### src/rtl/kf_update_semipar_pkg.sv
// Shared fixed-point constants and FSM state encoding for the 2-state Kalman
// measurement-update block.
package kf_update_semipar_pkg;

  localparam int FXP_N    = 16;
  localparam int FXP_FRAC = 8;
  localparam int FXP_ONE  = 1 << FXP_FRAC;
  localparam int FXP_MAX  = (1 << (FXP_N - 1)) - 1;
  localparam int FXP_MIN  = -(1 << (FXP_N - 1));

  typedef enum logic [2:0] {
    S_IDLE,
    S_INNOV,
    S_XUPD,
    S_KH,
    S_PUPD,
    S_DONE
  } state_t;

  // Vector phases (innovation, state update) walk two elements; matrix phases walk four.
  function automatic logic [1:0] last_idx(input state_t s);
    return (s == S_INNOV || s == S_XUPD) ? 2'd1 : 2'd3;
  endfunction

endpackage

### src/rtl/kf_update_semipar_dot2.sv
// Combinational a*b + c*d in signed fixed point, rounded half-up at the
// FRAC position and saturated back to N bits.
module fxp_dot2 #(
  parameter int N    = 16,
  parameter int FRAC = 8
) (
  input  logic signed [N-1:0] a,
  input  logic signed [N-1:0] b,
  input  logic signed [N-1:0] c,
  input  logic signed [N-1:0] d,
  output logic signed [N-1:0] y
);

  localparam int W = 2 * N + 1;
  localparam logic signed [W-1:0] RND = W'(1) << (FRAC - 1);
  localparam logic signed [W-1:0] HI  = {{(N + 2){1'b0}}, {(N - 1){1'b1}}};
  localparam logic signed [W-1:0] LO  = {{(N + 2){1'b1}}, {(N - 1){1'b0}}};

  logic signed [2*N-1:0] p0, p1;
  logic signed [W-1:0]   sum, shifted;

  // The extra sum bit absorbs the worst case (-2^(N-1))^2 twice plus rounding.
  always_comb begin
    p0      = (2*N)'(a) * (2*N)'(b);
    p1      = (2*N)'(c) * (2*N)'(d);
    sum     = W'(p0) + W'(p1) + RND;
    shifted = sum >>> FRAC;
    if (shifted > HI)
      y = {1'b0, {(N - 1){1'b1}}};
    else if (shifted < LO)
      y = {1'b1, {(N - 1){1'b0}}};
    else
      y = shifted[N-1:0];
  end

endmodule

### src/rtl/kf_update_semipar.sv
// 2-state Kalman measurement update (x_post, P_post) computed one dot product
// per cycle through a single shared fxp_dot2.
module kf_update_semipar
  import kf_update_semipar_pkg::*;
#(
  parameter int N    = FXP_N,
  parameter int FRAC = FXP_FRAC
) (
  input  logic         clk,
  input  logic         rst_n,
  input  logic         start,
  input  logic [N-1:0] x_prior0,
  input  logic [N-1:0] x_prior1,
  input  logic [N-1:0] z0,
  input  logic [N-1:0] z1,
  input  logic [N-1:0] h00,
  input  logic [N-1:0] h01,
  input  logic [N-1:0] h10,
  input  logic [N-1:0] h11,
  input  logic [N-1:0] K00,
  input  logic [N-1:0] K01,
  input  logic [N-1:0] K10,
  input  logic [N-1:0] K11,
  input  logic [N-1:0] p_prior00,
  input  logic [N-1:0] p_prior01,
  input  logic [N-1:0] p_prior10,
  input  logic [N-1:0] p_prior11,
  output logic         done,
  output logic [N-1:0] x_post0,
  output logic [N-1:0] x_post1,
  output logic [N-1:0] p_post00,
  output logic [N-1:0] p_post01,
  output logic [N-1:0] p_post10,
  output logic [N-1:0] p_post11
);

  localparam logic signed [N-1:0] ONE = N'(1) << FRAC;

  state_t state, state_n;
  logic [1:0] idx;
  logic last, busy, done_d;

  logic signed [N-1:0] xr [2];
  logic signed [N-1:0] zr [2];
  logic signed [N-1:0] hr [4];
  logic signed [N-1:0] kr [4];
  logic signed [N-1:0] pr [4];
  logic signed [N-1:0] yr [2];
  logic signed [N-1:0] ar [4];
  logic signed [N-1:0] xq [2];
  logic signed [N-1:0] pq [4];

  logic signed [N-1:0] da, db, dc, dd, dot, base, acc;
  logic                sub;
  logic signed [N:0]   ext;

  always_ff @(posedge clk or negedge rst_n) begin
    if (!rst_n)
      state <= S_IDLE;
    else
      state <= state_n;
  end

  always_comb begin
    state_n = state;
    unique case (state)
      S_IDLE:  if (start) state_n = S_INNOV;
      S_INNOV: if (last) state_n = S_XUPD;
      S_XUPD:  if (last) state_n = S_KH;
      S_KH:    if (last) state_n = S_PUPD;
      S_PUPD:  if (last) state_n = S_DONE;
      S_DONE:  state_n = S_IDLE;
      default: state_n = S_IDLE;
    endcase
  end

  always_comb begin
    busy   = (state == S_INNOV) || (state == S_XUPD) ||
             (state == S_KH)    || (state == S_PUPD);
    last   = (idx == last_idx(state));
    done_d = (state == S_DONE);
  end

  // Operand steering: idx[1] selects row i, idx[0] selects column j (or element in vector phases).
  always_comb begin
    da   = '0;
    db   = '0;
    dc   = '0;
    dd   = '0;
    base = '0;
    sub  = 1'b0;
    unique case (state)
      S_INNOV: begin
        da   = hr[{idx[0], 1'b0}];
        db   = xr[0];
        dc   = hr[{idx[0], 1'b1}];
        dd   = xr[1];
        base = zr[idx[0]];
        sub  = 1'b1;
      end
      S_XUPD: begin
        da   = kr[{idx[0], 1'b0}];
        db   = yr[0];
        dc   = kr[{idx[0], 1'b1}];
        dd   = yr[1];
        base = xr[idx[0]];
      end
      S_KH: begin
        da   = kr[{idx[1], 1'b0}];
        db   = hr[{1'b0, idx[0]}];
        dc   = kr[{idx[1], 1'b1}];
        dd   = hr[{1'b1, idx[0]}];
        base = (idx[1] == idx[0]) ? ONE : '0;
        sub  = 1'b1;
      end
      S_PUPD: begin
        da = ar[{idx[1], 1'b0}];
        db = pr[{1'b0, idx[0]}];
        dc = ar[{idx[1], 1'b1}];
        dd = pr[{1'b1, idx[0]}];
      end
      default: ;
    endcase
  end

  fxp_dot2 #(.N(N), .FRAC(FRAC)) u_dot (
    .a(da),
    .b(db),
    .c(dc),
    .d(dd),
    .y(dot)
  );

  // Overflow at N+1 bits shows up as the top two bits disagreeing.
  always_comb begin
    ext = sub ? ((N+1)'(base) - (N+1)'(dot)) : ((N+1)'(base) + (N+1)'(dot));
    if (ext[N] != ext[N-1])
      acc = ext[N] ? {1'b1, {(N - 1){1'b0}}} : {1'b0, {(N - 1){1'b1}}};
    else
      acc = ext[N-1:0];
  end

  always_ff @(posedge clk or negedge rst_n) begin
    if (!rst_n) begin
      done <= 1'b0;
      idx  <= 2'd0;
      xr   <= '{default: '0};
      zr   <= '{default: '0};
      hr   <= '{default: '0};
      kr   <= '{default: '0};
      pr   <= '{default: '0};
      yr   <= '{default: '0};
      ar   <= '{default: '0};
      xq   <= '{default: '0};
      pq   <= '{default: '0};
    end else begin
      done <= done_d;
      if (state == S_IDLE && start) begin
        xr  <= '{x_prior0, x_prior1};
        zr  <= '{z0, z1};
        hr  <= '{h00, h01, h10, h11};
        kr  <= '{K00, K01, K10, K11};
        pr  <= '{p_prior00, p_prior01, p_prior10, p_prior11};
        idx <= 2'd0;
      end else if (busy) begin
        idx <= last ? 2'd0 : idx + 2'd1;
      end
      unique case (state)
        S_INNOV: yr[idx[0]] <= acc;
        S_XUPD:  xq[idx[0]] <= acc;
        S_KH:    ar[idx]    <= acc;
        S_PUPD:  pq[idx]    <= dot;
        default: ;
      endcase
    end
  end

  assign x_post0  = xq[0];
  assign x_post1  = xq[1];
  assign p_post00 = pq[0];
  assign p_post01 = pq[1];
  assign p_post10 = pq[2];
  assign p_post11 = pq[3];

endmodule

### config.mk
export PLATFORM = sky130hd
export DESIGN_NAME = kf_update_semipar
export DESIGN_NICKNAME = d
export VERILOG_FILES = /design/src/rtl/kf_update_semipar_pkg.sv /design/src/rtl/kf_update_semipar_dot2.sv /design/src/rtl/kf_update_semipar.sv
export SDC_FILE = /design/constraint.sdc
export NUM_CORES = 2
export LEC_CHECK = 0
export CAP_MARGIN = 40
export CORE_AREA = 2 2 317 319
export DETAILED_ROUTE_END_ITERATION = 12
export DIE_AREA = 0 0 319 321
export GPL_ROUTABILITY_DRIVEN = 0
export PLACE_DENSITY = 0.75
export SYNTH_ARGS = -nofsm -noshare
export SYNTH_HDL_FRONTEND = slang
export SYNTH_SLANG_ARGS = --single-unit
### constraint.sdc
create_clock -name clk -period 13.2 [get_ports clk]
set_clock_uncertainty 0.05 [all_clocks]
set_input_delay 2.64 -clock clk [delete_from_list [all_inputs] [get_ports clk]]
set_output_delay 2.64 -clock clk [all_outputs]
set_load 0.02 [all_outputs]
Word-level counts from Yosys, hierarchy flattened --
Index checks and enable logic that the tools add are counted.
Storage, ports and cells: register bits 454, latch bits 0, RAM bits 0, ROM bits 0, output and inout port bits 97, word-level logic and storage cells 153, memories kept 0
Operators by class: $add $sub $neg 5, $mul 2, divide/modulo/power cells 0, $lt $le $gt $ge 12, eq/ne operators 13, shift operators 0, muxes and demuxes 72, bitwise logic cells 8, reduce and logical (&&, ||, !) cells 10
Operators by type and width (count):
- $mux W16 | 36
- $bmux W16 S2 | 12
- $pmux W16 S4 | 4
- $bwmux W64 | 2
- $bwmux W32 | 2
- $mul A16 B16 Y32 | 2
- $pmux W16 S3 | 1
- $add A32 B32 Y33 | 1
- $add A33 B9 Y33 const B | 1
- $demux W16 S2 | 1
- $gt A25 B16 Y1 const B | 1
- $lt A25 B16 Y1 const B | 1
- $ge A3 B3 Y1 const B | 7
- $not A2 Y3 | 6
- $add A16 B16 Y17 | 1
- $mux W17 | 1
- $sub A16 B16 Y17 | 1
- $demux W16 S1 | 1
- $mux W3 | 5
- $pmux W3 S5 | 1
- $ne A2 B2 Y1 const B | 5
- $mux W9 | 1
- $mux W2 | 4
- $eq A3 B2 Y1 const B | 2
- other kinds (18) | 23

Depth between registers and ports, before layout --
depth after elaboration 16, depth in mapped cells 59, depth with buffers taken out 50

By module --
Synthesis repeated with hierarchy kept, for this count alone.
Unflattened totals: cell total of the unflattened synthesis 3873, area total of the unflattened synthesis 41025.6 um2
By module, submodules not included:
- kf_update_semipar | times used 1, cells an instance 1719, area each 20875.0 um2, sequential area each 11360.9 um2
- fxp_dot2 | times used 1, cells an instance 2154, area each 20150.6 um2, sequential area each 0.0 um2

Worst setup path before layout --
Ideal clock, no wire load.
path kind register to register, start point reg idx[0], end point reg ar[53] (netlist bit), data arrival time 14.357 ns, setup slack -1.349 ns, stages on the path, launching flop included 56, period minus slack after synthesis 14.549 ns, path through dfrtp_1 -> buf_2 -> buf_2 -> clkbuf_1 -> clkbuf_1 -> mux2_2 -> nand2_1 -> o221ai_1 -> clkbuf_1 -> o21ai_0 -> fa_1 -> inv_1 -> fa_1 -> inv_1 -> fa_1 -> inv_1 -> fa_1 -> fa_1 -> [20 not listed] -> nor2_1 -> xor2_1 -> ha_1 -> nor2b_1 -> o21ai_0 -> a21oi_1 -> o21ai_0 -> a21boi_0 -> o21ai_0 -> a21oi_1 -> o41ai_1 -> o211ai_1 -> a21boi_0 -> xor2_2 -> buf_4 -> nor3_1 -> buf_2 -> a211oi_1
Between the ends: word-level cells in the longest chain between the ends 16, elaborated cells on any way between the ends 63
Ends and longest elaborated chain:
- from (decl) | RTL line kf_update_semipar.sv:40 | logic [1:0] idx;
- from (signal assigned) | RTL line kf_update_semipar.sv:166 | idx <= last ? 2'd0 : idx + 2'd1;
- $not A2 Y3 (implied by the code) (tied with other cells) | RTL line kf_update_semipar.sv:94, kf_update_semipar.sv:102
- $bmux W16 S2 (tied with other cells) | RTL line kf_update_semipar.sv:102 | da = kr[{idx[0], 1'b0}];
- $mux W16 (implied by the code) (tied with other cells) (2 in a row) | RTL line kf_update_semipar.sv:102
- $pmux W16 S4 | RTL line kf_update_semipar.sv:92 | unique case (state)
- $mul A16 B16 Y32, on equally long branches | RTL line kf_update_semipar_dot2.sv:24, kf_update_semipar_dot2.sv:25
- $add A32 B32 Y33 | RTL line kf_update_semipar_dot2.sv:26 | sum = W'(p0) + W'(p1) + RND;
- $add A33 B9 Y33 | RTL line kf_update_semipar_dot2.sv:26
- $lt A25 B16 Y1 | RTL line kf_update_semipar_dot2.sv:30 | else if (shifted < LO)
- $mux W16 | RTL line kf_update_semipar_dot2.sv:30
- $mux W16 | RTL line kf_update_semipar_dot2.sv:28 | if (shifted > HI)
- $add A16 B16 Y17 or $sub A16 B16 Y17 (tied branches) | RTL line kf_update_semipar.sv:136 | ext = sub ? ((N+1)'(base) - (N+1)'(dot)) : ((N+1)'(base) + (N+1)'(dot));
- $mux W17 | RTL line kf_update_semipar.sv:136
- $mux W16 or $ne A1 B1 Y1 (tied branches) | RTL line kf_update_semipar.sv:138, kf_update_semipar.sv:137
- $mux W16 | RTL line kf_update_semipar.sv:137 | if (ext[N] != ext[N-1])
- $bwmux W64 * | RTL line kf_update_semipar.sv:171 | S_KH: ar[idx] <= acc;
- to (signal assigned) | RTL line kf_update_semipar.sv:153 | ar <= '{default: '0};
- to (signal, indexed assignment) | RTL line kf_update_semipar.sv:171
- to (decl) | RTL line kf_update_semipar.sv:49 | logic signed [N-1:0] ar [4];
Mark *: on every way between the ends. The rest lies on a longest branch, timed or not. The select of a mux whose other input is x is not followed. A chain may end at the register's enable or synchronous reset.

Final worst setup path --
start point reg idx[0], end point reg yr[10] (netlist bit)
Between the ends: word-level cells in the longest chain between the ends 16, elaborated cells on any way between the ends 62
Ends and longest elaborated chain:
- $not A2 Y3 (implied by the code) (tied with other cells) | RTL line kf_update_semipar.sv:94, kf_update_semipar.sv:102
- $bmux W16 S2 (tied with other cells) | RTL line kf_update_semipar.sv:102
- $mux W16 (implied by the code) (tied with other cells) (2 in a row) | RTL line kf_update_semipar.sv:102
- $pmux W16 S4 | RTL line kf_update_semipar.sv:92
- $mul A16 B16 Y32, on equally long branches | RTL line kf_update_semipar_dot2.sv:24, kf_update_semipar_dot2.sv:25
- $add A32 B32 Y33 | RTL line kf_update_semipar_dot2.sv:26
- $add A33 B9 Y33 | RTL line kf_update_semipar_dot2.sv:26
- $lt A25 B16 Y1 | RTL line kf_update_semipar_dot2.sv:30
- $mux W16 | RTL line kf_update_semipar_dot2.sv:30
- $mux W16 | RTL line kf_update_semipar_dot2.sv:28
- $add A16 B16 Y17 or $sub A16 B16 Y17 (tied branches) | RTL line kf_update_semipar.sv:136
- $mux W17 | RTL line kf_update_semipar.sv:136
- $mux W16 or $ne A1 B1 Y1 (tied branches) | RTL line kf_update_semipar.sv:138, kf_update_semipar.sv:137
- $mux W16 | RTL line kf_update_semipar.sv:137
- $bwmux W32 * | RTL line kf_update_semipar.sv:169 | S_INNOV: yr[idx[0]] <= acc;
- to (signal assigned) | RTL line kf_update_semipar.sv:152 | yr <= '{default: '0};
- to (signal, indexed assignment) | RTL line kf_update_semipar.sv:169
- to (decl) | RTL line kf_update_semipar.sv:48 | logic signed [N-1:0] yr [2];
Marks and branches as above.

==> flow_summary.yaml <==
outcome:
  outcome: "finished, final reports clean"
route:
  viasPerCell: 5.755
  dr.pass1.iters: 8
  vias: 36398
  routed_wl_um: 153600
  drtIter0Drc: 4488
  antenna_left: 0
  wire_per_inst_um: 24.29
  drcViolationCount: 0
floorplan:
  ios: 356
  fp.dieH_um: 321
  die_area_sq_um: 102400
  die_width_um: 319
  placementRows: 116
  initial_core_util_pct: 42.61
  core_sq_um: 99280
cts:
  ctsLongestPathBuffers: 3
  ctsRootBufferMaster: "clkbuf_16"
  cts_tree: "done"
  clk_pin_slew_ps: 70
  cts.sink_count: 454
  clk_latency_ps: 650
  cts_htree_levels: 2
  cts-buffers-inserted: 49
sta:
  slew_headroom_pct: 35.09
  worstMarginPinSlew_ps: 971.3
  finalHoldViolations: 0
  slew_viol_final: 0
  setup_viol: 0
  layout_setup_ws_ps: 144.9
  fmax_mhz: 76.60
  fin_crit_sh_pct: 98.90
  rsz0062_at_grt: "yes"
  fin_crit_ps: 13060
synthesis:
  synth_area_leader_cell: "fa_1"
  synthArstFlopShare_pct: 100.0
  yosysWarnings: 0
  syn-instance-count: 4296
  yosys.area.top_type_share_pct: 27.73
  synth_edf_count: 0
  syn_area_per_cell_sq_um: 9.848
  synth_cell_types: 82
  ys_seq_area_share_pct: 26.85
  ys_seq_elements: 454
  synth_nets: 5305
  synth_ff_type: "dfrtp_1"
  synth.area.top_cells: "fa_1 28%, dfrtp_1 27%, mux2_2 7.4%, inv_1 6.0%, ha_1 4.9%"
  synthesis.area_sq_um: 42310
setup_path:
  critPathTopFamily: "adder cells"
  r2r-end: "yr[10]"
  cp_slowest_cell: "fa_2"
  rr_worst_depth: 48
  arrival_ps: 13520
  cp-end-kind: "flip-flop"
  crit_required_ps: 13670
  r2r_setup_slack_ps: 140
  cp_slowest_stage_delay_ps: 640
  cpMostUsedCell: "fa_1"
  crit_fanout: 17
  rr_startpoint: "idx[0]"
  start_kind: "flip-flop"
  crit_type: "reg -> reg"
  cp_num_buf_inv: 10
layout:
  num-nets-final: 5981
  regArea_sq_um: 11370
  layout_common_cells: "667 x inv_1, 569 x fa_1, 496 x nor2_1"
  num-fill-cells: 8366
  final_common_cell: "inv_1"
  drive_gt1_share_pct: 21.44
  multi_input_area_sq_um: 28700
  fin_util_pct: 54.23
  syn2layout_area_growth_pct: 27.25
global_routing:
  grt_pass1_wl_um: 223600
  grt_max_degree: 148
  grt_pass1_vias: 37071
  grtUsageTotal_pct: 29.12
  grt_overflow_total: 0
  antenna_found_initial: 17
flow_run:
  cap_violations: 0
placement:
  pre_cts_ws_ps: -342.4
  dp_hpwl_um: 121000
  port_buffers: 355
min_path:
  holdPathStages: 2
  holdCritStartpoint: "ar[15]"
  hp-class: "reg -> reg"
  min_to: "ar[15]"
[worst max path at each step]
stage,cells past startpoint,from,end
3_3_place_gp,50,state[0],ar[33]
4_1_cts,53,state[0],yr[24]
2_1_floorplan,56,idx[0],ar[48]
6_report,48,idx[0],yr[10]
3_5_place_dp,52,state[0],yr[17]
5_1_grt,51,idx[0],yr[10]
[timing repair]
item                       CTS  global route
setup endpoints to repair  120           128
buffers inserted             0            69
gates cloned                 0            14
resized for setup           13           281
pin swaps                    0            60
hold buffers                 0             0
[cell usage after synthesis, drive strengths merged, types with 4 or more instances]
library cell,number
inv,673
xor2,20
a22oi,31
o31ai,5
o211ai,12
nand3b,8
or2,22
o21bai,5
nor2b,25
o221ai,12
buf,30
nor3,22
or4,6
a221oi,20
nand4,11
o22a,16
o21ai,130
nand3,24
nor2,504
o21a,17
mux2,277
a221o,14
a21oi,201
ha,164
and4b,4
fa,586
nand2,386
o221a,11
xnor2,37
and3,14
nor4,10
mux2i,122
a21boi,16
nand2b,23
maj3,13
o22ai,18
a31oi,10
dfrtp,454
and2,26
a21o,24
a311oi,4
or3,7
a211oi,59
clkbuf,179
[worst min-delay path: stages (launching register included)]
cell and delay, ps:
dfrtp_1 340, nand2_1 50, o21ai_0 60
[per-stage QoR]
stage / TNS (ps) / std cells / cell area (sq um) / hold WS (ps)
6_report: 0 / 6325 / 53830 / 437.8
5_1_grt: -17710 / 6323 / 53830 / 459.8
4_1_cts: 0 / 6222 / 51950 / 430.4
3_5_place_dp: -26750 / 6134 / 50190 / 415.9
3_3_place_gp: -529.3 / 6127 / 50020 / 414.7
2_1_floorplan: 0 / 4296 / 42460 / 394.6
[layer usage]
layer  share of wire (%)  track usage (%)
met3                  13            9.482
met5               0.015          0.09456
met4                 9.0            20.82
met1                  34            34.43
met2                  44            44.84
[cell families after synthesis]
| family | count (synthesis) | share of synthesized area (%) |
|---|---|---|
| muxes | 399 | 10.26 |
| adders and majority gates | 763 | 32.90 |
| xor gates and xnor gates | 58 | 1.251 |
| buffers and inverters | 882 | 7.861 |
| and+or+nand+nor | 1108 | 11.21 |
| AOI/OAI and AO/OA | 632 | 9.662 |
| DFF | 454 | 26.85 |
[sequential cells by signal, summed over array words and instances, names as in the netlist]
signal    cells
done          1
zr           32
p_post00     16
ar           64
idx           2
hr           64
p_post11     16
x_post0      16
x_post1      16
kr           64
p_post10     16
p_post01     16
state         3
pr           64
xr           32
yr           32
[layout make-up]
class,count,share of cell area [%]
antenna,18,0.08367
inverter,673,4.699
tap,1298,3.017
timing repair buffer,834,14.57
sequential,454,21.12
multi-input combinational,2960,53.31
clock inverter,18,0.5439
clock buffer,70,2.666
Power is left out: the tool's default activity adds up to more than one toggle a clock period on the data nets, which glitch-free logic cannot reach.
